[src/rtl/ctrl_pkg.sv]
// Shared definitions for the decode-stage control unit: RV32I opcodes,
// privilege mode encoding, trap cause codes, SYSTEM funct12 values and the
// bundle of datapath control signals produced by the opcode decoder.
package ctrl_pkg;

    localparam logic [6:0] OPC_LUI      = 7'b0110111;
    localparam logic [6:0] OPC_AUIPC    = 7'b0010111;
    localparam logic [6:0] OPC_JAL      = 7'b1101111;
    localparam logic [6:0] OPC_JALR     = 7'b1100111;
    localparam logic [6:0] OPC_BRANCH   = 7'b1100011;
    localparam logic [6:0] OPC_LOAD     = 7'b0000011;
    localparam logic [6:0] OPC_STORE    = 7'b0100011;
    localparam logic [6:0] OPC_OP_IMM   = 7'b0010011;
    localparam logic [6:0] OPC_OP       = 7'b0110011;
    localparam logic [6:0] OPC_MISC_MEM = 7'b0001111;
    localparam logic [6:0] OPC_SYSTEM   = 7'b1110011;

    // custom0: enters USER mode from MACHINE
    localparam logic [6:0] USER_OPCODE_DEFAULT = 7'b0001011;

    typedef enum logic [1:0] {
        MACHINE = 2'd0,
        USER    = 2'd1,
        TRAP    = 2'd2
    } mode_e;

    localparam logic [3:0] CAUSE_ILLEGAL = 4'd2;
    localparam logic [3:0] CAUSE_ECALL_U = 4'd8;
    localparam logic [3:0] CAUSE_ECALL_M = 4'd11;

    localparam logic [11:0] FUNCT12_ECALL = 12'h000;
    localparam logic [11:0] FUNCT12_MRET  = 12'h302;

    typedef struct packed {
        logic       reg_write;
        logic       mem_read;
        logic       mem_write;
        logic       memto_reg;
        logic       branch_op;
        logic [2:0] alu_op;
        logic [1:0] next_pc_sel;
        logic [1:0] operand_a_sel;
        logic [1:0] extend_sel;
        logic       operand_b_sel;
        logic       rs1_used;
        logic       rs2_used;
        logic       known_opcode;
    } ctrl_t;

endpackage

[src/rtl/opcode_decoder.sv]
// Pure combinational decode of a 7-bit opcode into datapath controls.
// Ports: opcode (in, 7) -> ctrl (out, ctrl_t). Unknown opcodes decode to all
// zeros with known_opcode = 0.
//   ALUOp: 000 R, 001 I-arith, 010 branch, 011 jump, 100 load, 101 store,
//          110 upper-imm, 111 system
//   next_PC_sel: 00 pc+4, 01 branch, 10 jal, 11 jalr
//   operand_A_sel: 00 rs1, 01 pc, 10 pc (link), 11 zero
//   extend_sel: 00 I, 01 S, 10 B, 11 U
module opcode_decoder
    import ctrl_pkg::*;
(
    input  logic [6:0] opcode,
    output ctrl_t      ctrl
);

    always_comb begin
        ctrl = '0;
        ctrl.known_opcode = 1'b1;
        unique case (opcode)
            OPC_OP: begin
                ctrl.reg_write = 1'b1;
                ctrl.alu_op    = 3'b000;
                ctrl.rs1_used  = 1'b1;
                ctrl.rs2_used  = 1'b1;
            end
            OPC_OP_IMM: begin
                ctrl.reg_write     = 1'b1;
                ctrl.alu_op        = 3'b001;
                ctrl.operand_b_sel = 1'b1;
                ctrl.rs1_used      = 1'b1;
            end
            OPC_LOAD: begin
                ctrl.reg_write     = 1'b1;
                ctrl.mem_read      = 1'b1;
                ctrl.memto_reg     = 1'b1;
                ctrl.alu_op        = 3'b100;
                ctrl.operand_b_sel = 1'b1;
                ctrl.rs1_used      = 1'b1;
            end
            OPC_STORE: begin
                ctrl.mem_write     = 1'b1;
                ctrl.alu_op        = 3'b101;
                ctrl.operand_b_sel = 1'b1;
                ctrl.extend_sel    = 2'b01;
                ctrl.rs1_used      = 1'b1;
                ctrl.rs2_used      = 1'b1;
            end
            OPC_BRANCH: begin
                ctrl.branch_op   = 1'b1;
                ctrl.alu_op      = 3'b010;
                ctrl.next_pc_sel = 2'b01;
                ctrl.extend_sel  = 2'b10;
                ctrl.rs1_used    = 1'b1;
                ctrl.rs2_used    = 1'b1;
            end
            OPC_JAL: begin
                ctrl.reg_write     = 1'b1;
                ctrl.alu_op        = 3'b011;
                ctrl.next_pc_sel   = 2'b10;
                ctrl.operand_a_sel = 2'b10;
            end
            OPC_JALR: begin
                ctrl.reg_write     = 1'b1;
                ctrl.alu_op        = 3'b011;
                ctrl.next_pc_sel   = 2'b11;
                ctrl.operand_a_sel = 2'b10;
                ctrl.operand_b_sel = 1'b1;
                ctrl.rs1_used      = 1'b1;
            end
            OPC_LUI: begin
                ctrl.reg_write     = 1'b1;
                ctrl.alu_op        = 3'b110;
                ctrl.operand_a_sel = 2'b11;
                ctrl.operand_b_sel = 1'b1;
                ctrl.extend_sel    = 2'b11;
            end
            OPC_AUIPC: begin
                ctrl.reg_write     = 1'b1;
                ctrl.alu_op        = 3'b110;
                ctrl.operand_a_sel = 2'b01;
                ctrl.operand_b_sel = 1'b1;
                ctrl.extend_sel    = 2'b11;
            end
            OPC_MISC_MEM: begin
                // fence: legal no-op
            end
            OPC_SYSTEM: begin
                ctrl.reg_write = 1'b1;
                ctrl.alu_op    = 3'b111;
                ctrl.rs1_used  = 1'b1;
            end
            default: begin
                ctrl.known_opcode = 1'b0;
            end
        endcase
    end

endmodule

[src/rtl/priv_control_unit.sv]
// Decode-stage control unit with privilege FSM (MACHINE/USER/TRAP).
// Inputs: clock, reset (sync, active-high), valid, stall, opcode/funct3/
// funct12 fields, pc, report. Outputs: combinational datapath controls
// (gated to zero on a trap), userMode, flush, trap_req pulse, trap_cause,
// trap_epc, and free-running cycles/instret counters.
module priv_control_unit
    import ctrl_pkg::*;
#(
    parameter int unsigned CORE         = 0,
    parameter int unsigned DATA_WIDTH   = 32,
    parameter int unsigned CNT_WIDTH    = 32,
    parameter int unsigned FLUSH_CYCLES = 2,
    parameter logic [6:0]  USER_OPCODE  = USER_OPCODE_DEFAULT
) (
    input  logic                  clock,
    input  logic                  reset,
    input  logic                  valid,
    input  logic                  stall,
    input  logic [6:0]            opcode,
    input  logic [2:0]            funct3,
    input  logic [11:0]           funct12,
    input  logic [DATA_WIDTH-1:0] pc,
    input  logic                  report,
    output logic                  regWrite,
    output logic                  memRead,
    output logic                  memWrite,
    output logic                  memtoReg,
    output logic                  branch_op,
    output logic [2:0]            ALUOp,
    output logic [1:0]            next_PC_sel,
    output logic [1:0]            operand_A_sel,
    output logic [1:0]            extend_sel,
    output logic                  operand_B_sel,
    output logic                  rs1_used,
    output logic                  rs2_used,
    output logic                  userMode,
    output logic                  flush,
    output logic                  trap_req,
    output logic [3:0]            trap_cause,
    output logic [DATA_WIDTH-1:0] trap_epc,
    output logic [CNT_WIDTH-1:0]  cycles,
    output logic [CNT_WIDTH-1:0]  instret
);

    localparam int unsigned FCW = (FLUSH_CYCLES > 1) ? $clog2(FLUSH_CYCLES) : 1;

    mode_e                 mode_q, mode_d;
    logic                  prev_user_q, prev_user_d;
    logic                  trap_req_q, trap_req_d;
    logic [3:0]            cause_q, cause_d;
    logic [DATA_WIDTH-1:0] epc_q, epc_d;
    logic [CNT_WIDTH-1:0]  cycles_q, cycles_d;
    logic [CNT_WIDTH-1:0]  instret_q, instret_d;
    logic [FCW-1:0]        fcnt_q, fcnt_d;

    ctrl_t dec;
    logic  is_system, f3_zero, is_ecall, is_mret, is_user_op;
    logic  illegal, fire, trap_det, gate;

    // report drives a simulation-only dump that is not part of the hardware
    logic [31:0] unused_core_report;

    opcode_decoder u_opcode_decoder (
        .opcode (opcode),
        .ctrl   (dec)
    );

    always_comb begin
        unused_core_report = 32'(CORE) ^ {31'b0, report};
    end

    always_comb begin
        is_system  = (opcode == OPC_SYSTEM);
        f3_zero    = (funct3 == 3'b000);
        is_ecall   = is_system && f3_zero && (funct12 == FUNCT12_ECALL);
        is_mret    = is_system && f3_zero && (funct12 == FUNCT12_MRET);
        is_user_op = (opcode == USER_OPCODE);
        illegal    = (!dec.known_opcode && !is_user_op)
                  || ((mode_q == USER) && ((is_system && !is_ecall) || is_user_op))
                  || ((mode_q == MACHINE) && is_system && f3_zero && !is_ecall && !is_mret);
        fire       = valid && !stall && (mode_q != TRAP);
        trap_det   = fire && (is_ecall || illegal);
        gate       = trap_det || (mode_q == TRAP);
    end

    always_comb begin
        mode_d      = mode_q;
        prev_user_d = prev_user_q;
        trap_req_d  = 1'b0;
        cause_d     = cause_q;
        epc_d       = epc_q;
        fcnt_d      = fcnt_q;
        cycles_d    = cycles_q + CNT_WIDTH'(1);
        instret_d   = instret_q;

        if (fire && !trap_det) begin
            instret_d = instret_q + CNT_WIDTH'(1);
        end

        if (trap_det) begin
            mode_d     = TRAP;
            trap_req_d = 1'b1;
            epc_d      = pc;
            fcnt_d     = FCW'(FLUSH_CYCLES - 1);
            if (illegal) begin
                cause_d = CAUSE_ILLEGAL;
            end else if (mode_q == USER) begin
                cause_d = CAUSE_ECALL_U;
            end else begin
                cause_d = CAUSE_ECALL_M;
            end
            prev_user_d = (mode_q == USER);
        end else begin
            unique case (mode_q)
                MACHINE: begin
                    if (fire && (is_user_op || (is_mret && prev_user_q))) begin
                        mode_d = USER;
                    end
                end
                USER: begin
                    mode_d = USER;
                end
                TRAP: begin
                    if (fcnt_q == '0) begin
                        mode_d = MACHINE;
                    end else begin
                        fcnt_d = fcnt_q - FCW'(1);
                    end
                end
                default: begin
                    mode_d = MACHINE;
                end
            endcase
        end
    end

    always_ff @(posedge clock) begin
        if (reset) begin
            mode_q      <= MACHINE;
            prev_user_q <= 1'b0;
            trap_req_q  <= 1'b0;
            cause_q     <= '0;
            epc_q       <= '0;
            cycles_q    <= '0;
            instret_q   <= '0;
            fcnt_q      <= '0;
        end else begin
            mode_q      <= mode_d;
            prev_user_q <= prev_user_d;
            trap_req_q  <= trap_req_d;
            cause_q     <= cause_d;
            epc_q       <= epc_d;
            cycles_q    <= cycles_d;
            instret_q   <= instret_d;
            fcnt_q      <= fcnt_d;
        end
    end

    always_comb begin
        regWrite      = dec.reg_write   && !gate;
        memRead       = dec.mem_read    && !gate;
        memWrite      = dec.mem_write   && !gate;
        memtoReg      = dec.memto_reg   && !gate;
        branch_op     = dec.branch_op   && !gate;
        next_PC_sel   = gate ? 2'b00 : dec.next_pc_sel;
        ALUOp         = dec.alu_op;
        operand_A_sel = dec.operand_a_sel;
        extend_sel    = dec.extend_sel;
        operand_B_sel = dec.operand_b_sel;
        rs1_used      = dec.rs1_used;
        rs2_used      = dec.rs2_used;
        userMode      = (mode_q == USER);
        flush         = (mode_q == TRAP);
        trap_req      = trap_req_q;
        trap_cause    = cause_q;
        trap_epc      = epc_q;
        cycles        = cycles_q;
        instret       = instret_q;
    end

endmodule
[config.mk]
export PLATFORM = sky130hd
export DESIGN_NAME = priv_control_unit
export DESIGN_NICKNAME = d
export VERILOG_FILES = /design/src/rtl/ctrl_pkg.sv /design/src/rtl/opcode_decoder.sv /design/src/rtl/priv_control_unit.sv
export SDC_FILE = /design/constraint.sdc
export NUM_CORES = 1
export LEC_CHECK = 0
export ABC_AREA = 1
export ABC_CLOCK_PERIOD_IN_PS = 1760
export CAP_MARGIN = 20
export CORE_UTILIZATION = 42
export CTS_CLUSTER_DIAMETER = 150
export DETAILED_ROUTE_END_ITERATION = 7
export PLACE_DENSITY = 0.73
export SKIP_LAST_GASP = 1
export SYNTH_ARGS = -nofsm -noshare
export SYNTH_HDL_FRONTEND = slang
export SYNTH_SLANG_ARGS = --single-unit
[constraint.sdc]
create_clock -name clock -period 1.76 [get_ports clock]
set_input_delay 0.176 -clock clock [delete_from_list [all_inputs] [get_ports clock]]
set_output_delay 0.176 -clock clock [all_outputs]
set_load 0.01 [all_outputs]
Yosys cells after proc, flatten, opt, wreduce, memory -nomap -nowiden --
Cells that the tools add are included. Widths: inputs -> output; s select.
Storage, ports and cells: register bits 105, output and inout port bits 120, word-level logic and storage cells 102
Cells by class: $add $sub $neg 3, equal/unequal tests 20, muxes and demuxes 23, reduce and logical (&&, ||, !) cells 47
Operator list (number):
- $add 32x1->32 const B | 2
- $eq 7x7->1 const B | 4
- $pmux 2 s3 | 4
- $eq 7x6->1 const B | 3
- $pmux 3 s7 | 1
- $logic_and 1x1->1 | 20
- $eq 7x4->1 const B | 2
- $eq 7x5->1 const B | 2
- $eq 12x10->1 const B | 1
- $logic_not 12->1 | 1
- $mux 1 | 12
- $reduce_or 11->1 | 1
- $mux 2 | 5
- $reduce_or 8->1 | 1
- $eq 7x2->1 const B | 1
- $logic_not 1->1 | 7
- $reduce_or 7->1 | 1
- $logic_or 1x1->1 | 6
- $ne 3x2->1 const B | 2
- $reduce_or 2->1 | 3
- $reduce_or 6->1 | 1
- $mux 4 | 1
- $ne 2x2->1 const B | 2
- $reduce_and 2->1 | 2
- other kinds (8) | 8

Depth between registers and ports, before layout --
word-level depth 14, depth in mapped cells 14

Hierarchy --
Synthesis repeated with hierarchy kept, for this count alone.
Second synthesis, totals: cell total of the unflattened synthesis 839, area total of the unflattened synthesis 5564.1 um2
By module, submodules not included:
- priv_control_unit | instances 1, cells each 779, area an instance 5296.3 um2, sequential area each 2082.0 um2
- opcode_decoder | instances 1, cells each 60, area an instance 267.8 um2, sequential area each 0.0 um2

Least setup slack after synthesis --
Ideal clock, no wire load.
kind register -> register, start point register cycles_q[0], in the netlist cycles[0], end point register cycles_q[26], in the netlist cycles[26], arrival 1.762 ns, required time 1.644 ns, setup slack -0.117 ns, cell stages (with the launch flop) 13, path buffers 0, clock period less this slack 1.877 ns, cells stage by stage dfxtp_1 > ha_1 > nand3_1 > nor2_2 > nand2_1 > nor2_1 > nand2_1 > nor3_2 > nand2_1 > inv_1 > nand2_1 > o21ai_0 > nor2_1
Between the ends: cells in the longest elaborated chain, start to end 1
Ends and longest elaborated chain:
- from (decl) | line priv_control_unit.sv:52 | logic [CNT_WIDTH-1:0] cycles_q, cycles_d;
- from (signal assigned) | line priv_control_unit.sv:153 | cycles_q <= cycles_d;
- $add 32x1->32 | line priv_control_unit.sv:93 | cycles_d = cycles_q + CNT_WIDTH'(1);
Every way passes these cells. A chain may end at the register's enable or synchronous reset.

Worst setup path in the final report --
start point register mode_q[1], end point output memWrite
Between the ends: cells in the longest elaborated chain, start to end 11
Ends and longest elaborated chain:
- from (decl) | line priv_control_unit.sv:47 | mode_e mode_q, mode_d;
- from (signal assigned) | line priv_control_unit.sv:148 | mode_q <= mode_d;
- $logic_not 2->1 | line priv_control_unit.sv:80 | || ((mode_q == MACHINE) && is_system && f3_zero && !is_ecall && !is_mret);
- $logic_and 1x1->1 (4 in series) | line priv_control_unit.sv:80
- $logic_or 1x1->1 | line priv_control_unit.sv:80
- $logic_or 1x1->1 | line priv_control_unit.sv:82 | trap_det = fire && (is_ecall || illegal);
- $logic_and 1x1->1 | line priv_control_unit.sv:82
- $logic_or 1x1->1 (*) | line priv_control_unit.sv:83 | gate = trap_det || (mode_q == TRAP);
- $logic_not 1->1 (*) | line priv_control_unit.sv:162 | memWrite = dec.mem_write && !gate;
- $logic_and 1x1->1 (*) | line priv_control_unit.sv:162
- to (decl) | line priv_control_unit.sv:26 | output logic memWrite,
Every way passes the cells marked *; elsewhere a longest branch is shown, timed or not.

==> metrics.md <==
| Metric | Value |
|---|---|
| Crit path top cell by count | `nor2_4` |
| Reg area | `2100 um^2` |
| RSZ-0062 raised after global routing | `yes` |
| CP max-delay cell | `dfxtp_4` |
| Multi-input gate area | `~3400 um^2` |
| Max Root-Sink Buffers | `2` |
| Hold path start | `reset` |
| Crit end category | `primary output` |
| Reg2reg path depth | `7` |
| Starting Density | `0.439` |
| Final instance area | `9040 um^2` |
| Syn avg cell area | `roughly 6.8 um^2` |
| Largest net degree at the start of global routing | `54` |
| Clock transition at path regs | `around 0.070 ns` |
| Hold depth | `4` |
| Top cells by count, synth | `nand2_1, nor2_1, dfxtp_1, inv_1, a21oi_1` |
| Hold Crit Class | `in2reg` |
| CP required | `1.58 ns` |
| Critical Path Source Type | `register` |
| Worst slack, placed | `-0.881 ns` |
| Final net count | `1159` |
| Die Y | `118 um` |
| Routability Congestion | `0.958` |
| #FFs+latches synth | `104` |
| Hpwl dp | `~13 mm` |
| Area Overhead vs Synth | `60.6%` |
| Antenna violations before repair | `0` |
| Finished Layout Cells | `1275` |
| Ys flop type | `dfxtp_1` |
| Max Cap Viol | `0` |
| P_leak | `3.67 nW` |
| Inst Count DP | `1232` |
| Antenna viol nets, final | `0` |
| Syn Nets | `a little under 900` |
| CTS Hold Bufs | `0` |
| CTS H-tree depth | `3` |
| Worst setup margin | `-0.00180 ns` |
| Synthesized instance count | `824` |
| Endpoints failing setup | `1` |
| Worst-Margin Slew | `0.582 ns` |
| Post-synthesis sequential area ratio | `0.370` |
| Vias in the first global route | `between 6000 and 7000` |
| Post-synth EDFFs | `0` |
| Syn. warnings | `0` |
| Kind of critical path | `reg2out` |
| Via count | `6464` |
| Placement Cell Area | `8170 um^2` |
| Failing checks | `negative setup slack` |
| CP Cell Sequence | `nor2_4, nand3_2, nor2_4, nor2_4, nand3_4, nand2_4, o21ai_4, nor2_2, buf_2` |
| Iteration-0 DRC Markers | `305` |
| Async SR Flop Fraction | `0` |
| FF-to-FF Start | `cycles[12]` |
| Largest area contributor in the netlist | `dfxtp_1` |
| Fin. Hold Viols | `0` |
| Worst path max stage delay | `0.36 ns` |
| # fillers | `1089` |
| Critical Path AT | `1.59 ns` |
| First drt pass iteration count | `5` |
| CORE AREA | `roughly 13000 um^2` |
| Pwr Density | `575 nW/um^2` |
| Pins Over Slew Limit | `0` |
| DR DRC count | `0` |
| Wirelength per Cell | `roughly 15 um` |
| Clock sinks | `about 100` |
| Outcome | `finished with violations` |
| Diode count | `0` |
| PortBufs | `176` |
| Final min period | `1.76 ns` |
| # rows | `~40` |
| Setup slack, reg-to-reg | `approximately 0.020 ns` |
| Die area | `13900 um^2` |
| Slew margin rel. | `0.612` |
| First-pass GRT wire length | `between 20 and 30 mm` |
| CTS tree | `built` |
| Top cells by area, synth | `dfxtp_1, nand2_1, nor2_1, inv_1, nand4_1` |
| Final core occ | `0.705` |
| WL final | `18.6 mm` |
| Clk_skew | `0.00858 ns` |
| TritonCTS Buffers | `9` |
| Yosys top cell area share | `0.370` |
| I/O pin count | `~180` |
| Cell family with the largest share of critical-path delay | `simple AND/OR/NAND/NOR gates` |
| Layout cells sized above 1 | `0.265` |
| Netlist cell types | `38` |
| Worst path depth | `9` |
| Clk_lat worst skew | `roughly 0.35 ns` |
| Vias per inst | `between 5 and 6` |
| CP Buf/Inv Count | `1` |
| Max frequency | `0.568 GHz` |
| Congestion Overflow GR | `0` |
| Root buffer cell | `clkbuf_16` |
| WHS Endpoint | `instret[0]` |
| IR drop worst, VDD | `0.000529 V` |
| Final Cycle Share | `1.00` |
| GRT Overall Usage | `0.260` |
| RR Endpoint | `cycles[29]` |
| Die Span X | `118 um` |
| Most frequent cell after synthesis | `nand2_1` |
| Post-Syn Area | `5630 um^2` |
| Hold Slack | `0.202 ns` |
| Largest fanout on the critical path | `6` |
| Worst Setup SP | `mode_q[1]` |
## worst register-to-register path: cells and delay by family, from the launching register on
kind | cells | cell delay (ns)
AND/OR/NAND/NOR | 6 | 1.16
AO/OA/AOI/OAI | 1 | 0.12
flip-flops | 1 | 0.41
## state kept, by name (all words and copies together), names as in the netlist
signal / cells
cycles: 32
instret: 32
trap_epc: 32
trap_cause: 3
mode_q: 2
fcnt_q: 1
prev_user_q: 1
trap_req: 1
## layer usage
metal | GRT usage | routed length, um | vias to the layer above
met4 | 0.0905 | 499 | 0
li1 | - | - | 3236
met2 | 0.460 | 9440 | 191
met3 | 0.0504 | 943 | 40
met1 | 0.310 | 7730 | 2997
met5 | 0 | 0 | -
## cell families (layout without fill, tap and decap cells)
group	count (synthesis)	in the layout	share of synthesized area
xor gates and xnor gates	35	35	0.0545
DFF	104	104	0.370
other	1	1	0.000666
adders and majority gates	2	2	0.00445
AOI/OAI and AO/OA	86	86	0.0807
and+or+nand+nor	482	482	0.400
buffers and inverters	114	393	0.0894
## repair_timing
| action | CTS | global route |
|---|---|---|
| setup buffers | 17 | 7 |
| setup endpoints to repair | 92 | 94 |
| gates cloned | 4 | 0 |
| pin swaps | 35 | 35 |
| resized for setup | 138 | 101 |
## how the worst max path moves through the flow
| stage | to |
|---|---|
| after CTS | memWrite |
| after global routing | cycles[17] |
| final | memWrite |
| after global placement | memtoReg |
| after floorplan | cycles[26] |
| after detailed placement | memWrite |
## stage by stage
stage	total power, W	setup TNS, ns
finish	0.00520	-0.00180
global route	0.00537	-0.957
detailed placement	0.00307	-53.00
floorplan	0.00273	-0.0215
global placement	0.00306	-47.54
CTS	0.00522	-0.115
## where the power goes
part	internal, W	total [W]	switching, W
registers	0.00240	0.00244	0.0000326
clock network	0.00119	0.00211	0.000922
logic	0.000328	0.000646	0.000318
## placed cells by master, fill, tap and decap left out, types with 11 or more instances in the layout
cell / instances
xor2_1: 24
nand4_1: 47
nor2_2: 15
nand3_1: 30
dfxtp_1: 92
buf_4: 108
dfxtp_2: 11
nor3_1: 18
o21ai_0: 15
a21oi_1: 55
nand2_2: 15
nor2_1: 82
nor2_4: 15
clkbuf_2: 13
dlygate4sd2_1: 11
nand3_2: 25
inv_1: 70
clkdlybuf4s50_1: 135
xnor2_1: 11
nand2_1: 196
## cell type report
type / count / area share
Tap cell: 172 / 0.0238
Clock inverter: 5 / 0.00678
Sequential cell: 104 / 0.232
Inverter: 82 / 0.0354
Clock buffer: 11 / 0.0280
Multi-Input combinational cell: 606 / 0.379
Timing Repair Buffer: 295 / 0.295
(Power assumes the default switching activity.)
